File: config.mk
export PLATFORM = sky130hd
export DESIGN_NAME = cond_flag_unit
export DESIGN_NICKNAME = d
export VERILOG_FILES = /design/src/rtl/cond_pkg.sv /design/src/rtl/cond_check.sv /design/src/rtl/cond_flag_unit.sv
export SDC_FILE = /design/constraint.sdc
export NUM_CORES = 1
export LEC_CHECK = 0
export BUFFER_PORTS_ARGS = -buffer_cell sky130_fd_sc_hd__buf_2
export CORE_UTILIZATION = 41
export DETAILED_ROUTE_END_ITERATION = 12
export GPL_TIMING_DRIVEN = 0
export PLACE_DENSITY = 0.82
export SLEW_MARGIN = 30
export SYNTH_ARGS = -nofsm -noshare
export SYNTH_HDL_FRONTEND = slang
export SYNTH_SLANG_ARGS = --single-unit
File: constraint.sdc
create_clock -name clk -period 2.38 [get_ports clk]
set_clock_uncertainty 0.05 [all_clocks]
set_input_delay 0.595 -clock clk [delete_from_list [all_inputs] [get_ports clk]]
set_output_delay 0.595 -clock clk [all_outputs]
set_load 0.01 [all_outputs]
File: src/rtl/cond_pkg.sv
// Shared condition-code encodings and NZCV bit positions for the conditional-execution stage.
package cond_pkg;

    typedef enum logic [3:0] {
        COND_EQ = 4'b0000,
        COND_NE = 4'b0001,
        COND_CS = 4'b0010,
        COND_CC = 4'b0011,
        COND_MI = 4'b0100,
        COND_PL = 4'b0101,
        COND_VS = 4'b0110,
        COND_VC = 4'b0111,
        COND_HI = 4'b1000,
        COND_LS = 4'b1001,
        COND_GE = 4'b1010,
        COND_LT = 4'b1011,
        COND_GT = 4'b1100,
        COND_LE = 4'b1101,
        COND_AL = 4'b1110,
        COND_NV = 4'b1111
    } cond_e;

    localparam int unsigned FLAG_N = 3;
    localparam int unsigned FLAG_Z = 2;
    localparam int unsigned FLAG_C = 1;
    localparam int unsigned FLAG_V = 0;

endpackage

File: src/rtl/cond_check.sv
// Combinational evaluation of an ARM condition field against stored NZCV flags.
module cond_check
    import cond_pkg::*;
(
    input  logic [3:0] cond,
    input  logic [3:0] flags,
    output logic       cond_ex
);

    logic n, z, c, v;

    assign n = flags[FLAG_N];
    assign z = flags[FLAG_Z];
    assign c = flags[FLAG_C];
    assign v = flags[FLAG_V];

    // The reserved 1111 encoding is treated as "never".
    always_comb begin
        cond_ex = 1'b0;
        case (cond_e'(cond))
            COND_EQ: cond_ex = z;
            COND_NE: cond_ex = ~z;
            COND_CS: cond_ex = c;
            COND_CC: cond_ex = ~c;
            COND_MI: cond_ex = n;
            COND_PL: cond_ex = ~n;
            COND_VS: cond_ex = v;
            COND_VC: cond_ex = ~v;
            COND_HI: cond_ex = c & ~z;
            COND_LS: cond_ex = ~c | z;
            COND_GE: cond_ex = ~(n ^ v);
            COND_LT: cond_ex = n ^ v;
            COND_GT: cond_ex = ~z & ~(n ^ v);
            COND_LE: cond_ex = z | (n ^ v);
            COND_AL: cond_ex = 1'b1;
            default: cond_ex = 1'b0;
        endcase
    end

endmodule

File: src/rtl/cond_flag_unit.sv
// Flag register, condition gating of decoder write enables, and registered ALU result for write-back.
module cond_flag_unit
    import cond_pkg::*;
#(
    parameter int unsigned WIDTH = 32
) (
    input  logic             clk,
    input  logic             reset,
    input  logic [3:0]       Cond,
    input  logic [3:0]       ALUFlags,
    input  logic [WIDTH-1:0] ALUResult,
    input  logic [1:0]       FlagW,
    input  logic             PCS,
    input  logic             RegW,
    input  logic             MemW,
    input  logic             NoWrite,
    input  logic             Stall,
    output logic             PCSrc,
    output logic             RegWrite,
    output logic             MemWrite,
    output logic             CondEx,
    output logic [3:0]       Flags,
    output logic [WIDTH-1:0] ResultReg,
    output logic             ResultValid
);

    logic [1:0] nz_q;
    logic [1:0] cv_q;
    logic       nz_en;
    logic       cv_en;

    assign Flags = {nz_q, cv_q};

    cond_check u_cond_check (
        .cond    (Cond),
        .flags   (Flags),
        .cond_ex (CondEx)
    );

    assign PCSrc    = PCS & CondEx;
    assign RegWrite = RegW & CondEx & ~NoWrite;
    assign MemWrite = MemW & CondEx;

    assign nz_en = ~Stall & CondEx & FlagW[1];
    assign cv_en = ~Stall & CondEx & FlagW[0];

    // N,Z and C,V halves update independently so logic ops can preserve carry/overflow.
    always_ff @(posedge clk or posedge reset) begin
        if (reset) begin
            nz_q <= 2'b00;
            cv_q <= 2'b00;
        end else begin
            if (nz_en) nz_q <= ALUFlags[FLAG_N:FLAG_Z];
            if (cv_en) cv_q <= ALUFlags[FLAG_C:FLAG_V];
        end
    end

    always_ff @(posedge clk or posedge reset) begin
        if (reset) begin
            ResultReg   <= WIDTH'(0);
            ResultValid <= 1'b0;
        end else if (~Stall) begin
            if (RegWrite) ResultReg <= ALUResult;
            ResultValid <= RegWrite;
        end
    end

endmodule

==> results_dict.tcl <==
set metrics [dict create \
    status "finished with violations" \
    violations "setup timing" \
    gp_congestion 0.7335 \
    dr.max_layer_used "met4" \
    syn_area_um2 1832 \
    power_mw 2.624 \
    worstPathArrival_ns 1.94 \
    drtIter0Drc 53 \
    setup_viol 26 \
    clkLatencyLatePin_ns 0.27 \
    yosys-top-cells-area "dfrtp_1 51%, mux2_4 24%, mux2_2 4.3%" \
    post_route_cells_drive_above_1_share 0.7403 \
    cts_hold_buf 0 \
    routed-wl-met3_um 353 \
    cts.sinks 37 \
    worstSetupPathType "primary input to output port" \
    wl_per_cell_um 14.57 \
    fp.dieArea_um2 4739 \
    cts_inserted_buffers 5 \
    final_cells 281 \
    drt-met1-wl_um 1694 \
    nFillCells 333 \
    ys_seq_area_frac 0.5055 \
    wirelength_um 4095 \
    htreeDepth 2 \
    grt_first_pass_wirelength_um 5809 \
    syn_inst 123 \
    cts_root_buf "clkbuf_8" \
    grt_setup_unrepaired "true" \
    final_util 0.6416 \
    ys_warn_count 0 \
    p_leak_nw 1.414 \
    powerDensity_nw_per_um2 986.9 \
    gr-total-overflow 0 \
    r2r_slack_ns -0.13 \
    setup_tns_ns -1.838 \
    hold_violations 0 \
    grt_use_total 0.1705 \
    ios 90 \
    core_um2 4144 \
    postLayoutSetupSlackWorst_ns -0.2060 \
    antenna_found_initial 0 \
    vdd_drop_max_mv 0.6549 \
    vias_per_cell 4.950 \
    ys_types 30 \
    synthDominantCellAreaShare 0.5055 \
    min_period_ns 2.586 \
    insertedDiodeCount 0 \
    synth_nets 172 \
    die_h_um 68.84 \
    place_hpwl_um 2867 \
    row_count 23 \
    report.final.slew_viol_count 0 \
    hp-class "primary input to asynchronous set/reset pin" \
    synth_area_leader_cell "dfrtp_1" \
    avgSynthCellArea_um2 14.89 \
    end_kind "output port" \
    fin_crit_sh 1.087 \
    vias 1391 \
    dieWidth_um 68.84 \
    grt_pass1_vias 1328 \
    clockBufferDepth 2 \
    drc 0 \
    route.met2.wl_um 1999 \
    cp-start-kind "primary input" \
    dpl_worst_slack_ns -0.3711 \
    synth-seq-cells 37 \
    cp.required_ns 1.74 \
    worstMarginPinSlew_ns 0.7797 \
    first_pass_iters 4 \
    grt_max_degree 38 \
    initial_core_util 0.4420 \
    cap_violations 0 \
    max_freq_mhz 386.7 \
    worstSetupStartpoint "Cond[1]" \
    cts_tree "yes" \
    place_inst 260 \
    critical_path.endpoint "MemWrite" \
    critPathMaxFanout 10 \
    port_buffers 87 \
    nNetsFinal 280 \
    detail-route-antenna-nets 0 \
    path_clk_slew_ns 0.06 \
    reg2reg_depth 6 \
    slew_headroom 0.4795 \
    r2r_end "nz_q[0]" \
    rr_startpoint "cv_q[0]" \
    syn_to_final_growth_pct 45.15 \
]
[synthesized netlist by cell type, drive strengths merged]
master / instances
a2bb2oi: 1
o211ai: 2
a21oi: 4
mux2: 36
or3b: 1
o21ai: 1
nand4b: 1
dfrtp: 37
or4b: 2
nor2b: 2
nand3: 3
nand2: 3
xor2: 1
nor3: 2
nand2b: 2
buf: 8
inv: 4
a31oi: 1
nor2: 2
o311ai: 2
xnor2: 1
o31ai: 1
o32a: 1
or4bb: 3
nor3b: 2
[per-stage QoR]
stage	instance area (µm²)	hold slack [ns]
CTS	2561	0.4220
detailed placement	2366	0.4161
finish	2659	0.4090
global route	2659	0.4598
global placement	2366	0.4046
floorplan	1868	0.4568
[worst max-delay path: stages]
cell and delay [ns]:
buf_2 0.11, buf_6 0.13, or4b_4 0.54, nand3_2 0.10
o32a_4 0.17, nor3_4 0.05, nor2b_2 0.12, buf_2 0.13
[cell families (layout without fill, tap and decap cells)]
group | Yosys count | in the layout | share of synthesized area
flip-flops | 37 | 37 | 0.5055
AO/OA/AOI/OAI | 13 | 13 | 0.07445
multiplexers | 36 | 36 | 0.2807
buffers and inverters | 12 | 120 | 0.04302
AND/OR/NAND/NOR | 23 | 23 | 0.08674
XOR/XNOR | 2 | 2 | 0.009565
[routing by layer]
metal | up-vias | track usage
met5 | - | 0
met4 | 0 | 0.07653
met3 | 7 | 0.06086
met2 | 65 | 0.2937
met1 | 662 | 0.1866
li1 | 657 | -
[repair_timing]
action / 4_1_cts / 5_1_grt
setup buffers: 8 / 6
endpoints found under the setup margin: 6 / 37
gates cloned: 0 / 2
pin swaps: 8 / 10
endpoints found under the hold margin: 0 / 0
gates resized for setup: 9 / 10
[cell usage in the layout (no fill, tap or decap), drive strengths merged, types with 2 or more instances in the layout]
cell | synthesis | layout
mux2 | 36 | 36
or4bb | 3 | 3
nor3 | 2 | 2
a21oi | 4 | 4
nor3b | 2 | 2
nor2b | 2 | 2
o311ai | 2 | 2
inv | 4 | 4
nand2 | 3 | 3
nor2 | 2 | 2
or4b | 2 | 2
dfrtp | 37 | 37
clkbuf | 0 | 6
buf | 8 | 108
nand3 | 3 | 3
nand2b | 2 | 2
o211ai | 2 | 2
[worst min path at each step]
stage | start | end | slack [ns] | depth (start not counted)
floorplan | ResultValid | ResultValid | 0.46 | 2
finish | reset | ResultReg[8] | 0.41 | 2
global placement | ResultValid | ResultValid | 0.40 | 2
global route | ResultValid | ResultValid | 0.46 | 2
CTS | reset | ResultReg[5] | 0.42 | 2
detailed placement | ResultValid | ResultValid | 0.42 | 2
[report_power, final]
part / switching, mW / internal (mW)
Clock: 0.203 / 0.304
Sequential: 0.162 / 0.878
Combinational: 0.439 / 0.637
Total: 0.805 / 1.82
[cell type report]
class	instances	area [µm²]	share of cell area
buffer	6	77.57	0.02918
timing repair buffer	103	594.3	0.2235
tap	50	62.56	0.02353
multi-input combinational	74	877.1	0.3299
inverter	4	15.01	0.005647
sequential	37	928.4	0.3492
clock buffer	5	68.82	0.02588
clock inverter	2	35.03	0.01318
[registers in the layout, summed over array words and instances, names as in the netlist]
signal	count
ResultReg	32
cv_q	2
ResultValid	1
nz_q	2
No activity file was read; power rests on OpenSTA's default activity.
